--- src/rtl/jpeg_ctrl_pkg.sv ---
// Shared types and marker classification for the JPEG entropy-segment input controller.
package jpeg_ctrl_pkg;

  typedef enum logic [2:0] {
    ST_IDLE       = 3'd0,
    ST_PASS       = 3'd1,
    ST_FF_SEEN    = 3'd2,
    ST_WAIT_DRAIN = 3'd3,
    ST_FLUSH      = 3'd4,
    ST_DONE       = 3'd5
  } ctrl_state_t;

  localparam logic [7:0] MARKER_PREFIX = 8'hFF;
  localparam logic [7:0] STUFF         = 8'h00;
  localparam logic [7:0] RST0          = 8'hD0;
  localparam logic [7:0] RST7          = 8'hD7;
  localparam logic [7:0] EOI           = 8'hD9;

  function automatic logic is_rst(input logic [7:0] code);
    return (code >= RST0) && (code <= RST7);
  endfunction

  function automatic logic is_eoi(input logic [7:0] code);
    return code == EOI;
  endfunction

endpackage

--- src/rtl/jpeg_bitbuffer_ctrl.sv ---
// Unstuffs the scan byte stream, strips fill bytes and turns RSTn/EOI markers into
// bitbuffer drain/flush control plus the DC-predictor restart pulse.
module jpeg_bitbuffer_ctrl
  import jpeg_ctrl_pkg::*;
#(
  parameter bit CHECK_RST_SEQ = 1'b1
) (
  input  logic       clk_i,
  input  logic       rst_ni,
  input  logic       img_start_i,
  input  logic       inport_valid_i,
  input  logic [7:0] inport_data_i,
  input  logic       inport_last_i,
  output logic       inport_accept_o,
  output logic       bb_valid_o,
  output logic [7:0] bb_data_o,
  output logic       bb_last_o,
  input  logic       bb_ready_i,
  output logic       bb_flush_o,
  input  logic       intv_done_i,
  output logic       restart_o,
  output logic       marker_valid_o,
  output logic [7:0] marker_o,
  output logic       err_o
);

  ctrl_state_t state_q, state_d;
  logic [2:0]  rst_seq_q, rst_seq_d;
  logic        err_q, err_d;
  logic [7:0]  marker_q, marker_d;

  logic active;
  logic take;

  // A new scan start wins over everything, so it also blocks the byte on the bus.
  assign active = (state_q == ST_PASS) || (state_q == ST_FF_SEEN);
  assign take   = active && inport_valid_i && bb_ready_i && !img_start_i;

  always_ff @(posedge clk_i or negedge rst_ni) begin
    if (!rst_ni) begin
      state_q   <= ST_IDLE;
      rst_seq_q <= 3'd0;
      err_q     <= 1'b0;
      marker_q  <= 8'h00;
    end else begin
      state_q   <= state_d;
      rst_seq_q <= rst_seq_d;
      err_q     <= err_d;
      marker_q  <= marker_d;
    end
  end

  always_comb begin
    state_d   = state_q;
    rst_seq_d = rst_seq_q;
    err_d     = err_q;
    marker_d  = marker_q;
    if (img_start_i) begin
      state_d   = ST_PASS;
      rst_seq_d = 3'd0;
      err_d     = 1'b0;
      marker_d  = 8'h00;
    end else begin
      unique case (state_q)
        ST_PASS: begin
          if (take) begin
            if (inport_data_i == MARKER_PREFIX) begin
              state_d = inport_last_i ? ST_DONE : ST_FF_SEEN;
              if (inport_last_i) err_d = 1'b1;
            end else if (inport_last_i) begin
              state_d = ST_DONE;
            end
          end
        end
        ST_FF_SEEN: begin
          if (take) begin
            if (inport_data_i == STUFF) begin
              state_d = inport_last_i ? ST_DONE : ST_PASS;
            end else if (inport_data_i == MARKER_PREFIX) begin
              // A stream ending on a fill byte leaves a truncated marker.
              if (inport_last_i) begin
                state_d = ST_DONE;
                err_d   = 1'b1;
              end
            end else begin
              marker_d = inport_data_i;
              if (is_rst(inport_data_i)) begin
                if (CHECK_RST_SEQ && (inport_data_i[2:0] != rst_seq_q)) err_d = 1'b1;
                state_d = inport_last_i ? ST_DONE : ST_WAIT_DRAIN;
              end else if (is_eoi(inport_data_i)) begin
                state_d = ST_DONE;
              end else begin
                err_d   = 1'b1;
                state_d = ST_DONE;
              end
            end
          end
        end
        ST_WAIT_DRAIN: begin
          if (intv_done_i) state_d = ST_FLUSH;
        end
        ST_FLUSH: begin
          state_d   = ST_PASS;
          rst_seq_d = rst_seq_q + 3'd1;
        end
        default: ;
      endcase
    end
  end

  always_comb begin
    inport_accept_o = active && bb_ready_i && !img_start_i;
    bb_valid_o      = 1'b0;
    bb_data_o       = 8'h00;
    bb_last_o       = 1'b0;
    bb_flush_o      = img_start_i || (state_q == ST_FLUSH);
    restart_o       = !img_start_i && (state_q == ST_FLUSH);
    marker_valid_o  = 1'b0;
    marker_o        = marker_q;
    err_o           = err_q;
    if (take) begin
      if (state_q == ST_PASS) begin
        bb_last_o = inport_last_i;
        if (inport_data_i != MARKER_PREFIX) begin
          bb_valid_o = 1'b1;
          bb_data_o  = inport_data_i;
        end
      end else begin
        if (inport_data_i == STUFF) begin
          bb_valid_o = 1'b1;
          bb_data_o  = MARKER_PREFIX;
          bb_last_o  = inport_last_i;
        end else if (inport_data_i == MARKER_PREFIX) begin
          bb_last_o = inport_last_i;
        end else begin
          marker_valid_o = 1'b1;
          marker_o       = inport_data_i;
          bb_last_o      = 1'b1;
        end
      end
    end
  end

endmodule

--- config.mk ---
export PLATFORM = sky130hd
export DESIGN_NAME = jpeg_bitbuffer_ctrl
export DESIGN_NICKNAME = d
export VERILOG_FILES = /design/src/rtl/jpeg_ctrl_pkg.sv /design/src/rtl/jpeg_bitbuffer_ctrl.sv
export SDC_FILE = /design/constraint.sdc
export NUM_CORES = 1
export LEC_CHECK = 0
export CAP_MARGIN = 20
export CORE_UTILIZATION = 35
export DETAILED_ROUTE_END_ITERATION = 16
export PLACE_DENSITY_LB_ADDON = 0.08
export SKIP_CTS_REPAIR_TIMING = 1
export SYNTH_ARGS = -nofsm -noshare
export SYNTH_HDL_FRONTEND = slang
export SYNTH_SLANG_ARGS = --single-unit
--- constraint.sdc ---
create_clock -name clk_i -period 2.46 [get_ports clk_i]
set_input_delay 0.492 -clock clk_i [delete_from_list [all_inputs] [get_ports clk_i]]
set_output_delay 0.492 -clock clk_i [all_outputs]
set_load 0.01 [all_outputs]
==> key figures <==
Die
  • Die Span Y: around 62 um
  • # rows: 21
  • Core area: about 3400 um2
  • IO Count: 38
  • Die area: slightly below 4000 um2
  • Initial core utilization: between 30% and 40%
  • Die width: approximately 62 um

Worst setup path
  • Worst R2R Start: rst_seq_q[0]
  • Reg2reg setup slack: between 700 and 800 ps
  • Critical path start-end classification: in -> out
  • Slowest-stage cell, CP: or4_4
  • CP max FO: 6
  • Setup crit end kind: output pin
  • Worst endpoint data arrival time: ~2100 ps
  • R2R depth: 5
  • Worst Setup Start Kind: primary input
  • CP max stage delay: around 570 ps
  • Required time worst endpoint: 1970 ps
  • Reg-to-reg endpoint: err_o
  • CP cell instances: buf_8 -> or4_4 -> nor2_8 -> nor2_4 -> a211oi_4 -> buf_4 -> o21a_1 -> buf_2

Finish
  • Design area: 1940 um2
  • Layout Nets: 232
  • Ant. Diodes: 0
  • Share of layout cells above drive strength 1: a little over two fifths
  • Area Overhead vs Synth: 54.1%
  • Post-layout util: a little under three fifths

STA
  • Slew Limit Fails: 0
  • Setup_tns: -536 ps
  • Max Clk Rate: just under 0.4 GHz
  • Final hold slack: around 550 ps
  • Final setup margin: -110 ps
  • Final min period: between 2000 and 3000 ps
  • Worst slew pin tran: just over 700 ps
  • Final Hold Viols: 0
  • RSZ-0062 raised after global routing: yes
  • Slew Limit Headroom: approximately 52%
  • Final Cycle Share: 104%
  • Max Clock Skew: 13.0 ps
  • Finish-stage setup viols: 10

Power and ir drop
  • LEAKAGE: 1.03 nW
  • Maximum VDD drop: ~0.00029 V
  • Pwr dens: 278 nW/um2
  • Design Power: about 0.00054 W

Outcome
  • Status: complete, but fails checks
  • Failing checks: negative setup slack

Synthesis
  • Cell with the most instances after synthesis: dfrtp_1
  • Synth area leader: dfrtp_1
  • Top area cells in the synthesized netlist: dfrtp_1 30%, o221a_2 5.4%, o21a_1 4.8%, o22a_1 4.2%, nand2_1 3.9%
  • Post-synth top cells: 15 x dfrtp_1, 13 x nand2_1, 10 x nor2_1, 9 x a21oi_1
  • Post-synthesis cell count: roughly 140
  • EDFF count, synth: 0
  • Synthesized area: ~1300 um2
  • Syn nets: roughly 160
  • Sequential area share after synthesis: between 20% and 30%
  • Synth warn: 0
  • Post-synthesis cell type count: between 40 and 50
  • Syn_area_per_cell: 8.88 um2
  • Post-synth ARST share: 100%
  • Prevailing post-synth register cell: dfrtp_1
  • Yosys reg bits: 15
  • Top-area cell type share of the netlist area: between 20% and 30%

Global route
  • First-pass GRT wire length: 6.03 mm
  • Number of global-route vias before repair: 1281
  • Initial antenna violation count: 0
  • Total track usage: 21.8%
  • Largest net degree at the start of global routing: 16
  • Grt total ovfl: 0

Clock network
  • Clk sinks: 15
  • CTS root buf: clkbuf_4
  • Clk slew on worst S/H paths: around 80 ps
  • Worst-Skew Late Latency: around 290 ps
  • CTS tree: built
  • CTS H-tree depth: 1
  • Num CTS Buffers: 3
  • Max Root-Sink Buffers: 2

Drt
  • Total Wirelength: between 4 and 5 mm
  • Uppermost routed layer: met4
  • Post-DRT Antenna Nets: 0
  • DRT met1 WL: 1.97 mm
  • Drt drc: 0
  • Initial DRC count: 60
  • Met3 wire len: roughly 140 um
  • Via count: between 1000 and 1500
  • First drt pass iteration count: 4
  • Metal2 WL: approximately 1.9 mm
  • WL per Instance: 15.4 um
  • Via density per instance: between 5 and 6

Placed design
  • Dpl hpwl: between 2 and 3 mm
  • Placed cell area: ~1900 um2
  • PortBufs: 37
  • Global placement routability congestion: between 0.8 and 0.9

Flow run
  • Max-cap violation count: 0

Min path
  • Hold path start: marker_q[7]
  • Hold Path Depth: 2
  • Hold WC Path Type: reg -> reg
  • Worst Hold Path EP: marker_q[7]
## layer usage
layer	vias up	global-route usage (%)
met5	-	0
met4	0	8.57
met3	2	1.24
met2	37	33.9
met1	683	31.5
li1	686	-
## flip-flops by register name, summed over array words and instances, names as in the netlist
register	cells
err_o	1
marker_q	8
rst_seq_q	3
state_q	3
## power by group
| part | leakage (nW) | switching [W] | total [W] | internal (W) |
|---|---|---|---|---|
| clock network | 0.0177 | 0.0000804 | 0.000141 | 0.0000603 |
| logic | 0.803 | 0.0000749 | 0.000149 | 0.0000741 |
| registers | 0.204 | 0.00000193 | 0.000250 | 0.000248 |
| total | 1.03 | 0.000157 | 0.000539 | 0.000382 |
## placed cells by master, fill, tap and decap left out, types with 2 or more instances in the layout
cell type and n:
buf_4 39, dfrtp_1 15, nand2_1 13, clkbuf_2 11, nor2_1 10, dlymetal6s2s_1 9
a21oi_1 8, o21a_1 8, clkdlybuf4s50_1 8, o21ai_0 7, buf_2 7, o22a_1 6
nand3_1 6, o221a_2 6, nor3_1 4, inv_1 3, xor2_1 3, clkbuf_4 3
buf_6 3, or4_4 2, xnor2_1 2, nand2b_1 2, a221oi_1 2, a22oi_1 2
## area by class of cell
class                      instances  area (um2)
clock buffer                       3        22.5
timing repair buffer              79         644
fill                             311        1450
clock inverter                     1        5.00
multi-input combinational        113         823
tap                               46        57.6
inverter                           4        15.0
sequential                        15         375
## metrics by stage
stage	std cells	setup slack (ps)
floorplan	142	28.5
detailed placement	247	-799
finish	261	-110
global route	261	-180
global placement	247	-773
CTS	251	-813
## logic make-up (layout without fill, tap and decap cells)
kind of cell    Yosys count  in the layout  share of synthesized area, %
fa+ha+maj                 1              1                         0.992
buf+inv                  14             87                          6.84
compound gates           50             50                          31.5
xor+xnor                  5              5                          3.47
mux                       1              1                         0.794
flops                    15             15                          29.8
simple gates             56             56                          26.6
## worst max-delay path: cells and delay by family
family                 cells  cell delay (ps)
and+or+nand+nor            3              770
AOI/OAI and AO/OA          2              420
buffers and inverters      3              400
## worst max path at each step
| stage | startpoint | slack, ps | to | cells past startpoint |
|---|---|---|---|---|
| 2_1_floorplan | inport_data_i[1] | 30 | bb_data_o[0] | 6 |
| 3_3_place_gp | inport_data_i[2] | -770 | bb_data_o[1] | 7 |
| 3_5_place_dp | inport_data_i[2] | -800 | bb_data_o[3] | 7 |
| 4_1_cts | inport_data_i[2] | -810 | bb_data_o[3] | 7 |
| 5_1_grt | inport_data_i[2] | -180 | bb_data_o[5] | 8 |
| 6_report | inport_data_i[2] | -110 | bb_data_o[4] | 8 |
Note: power is estimated with default switching activity, not from simulation.
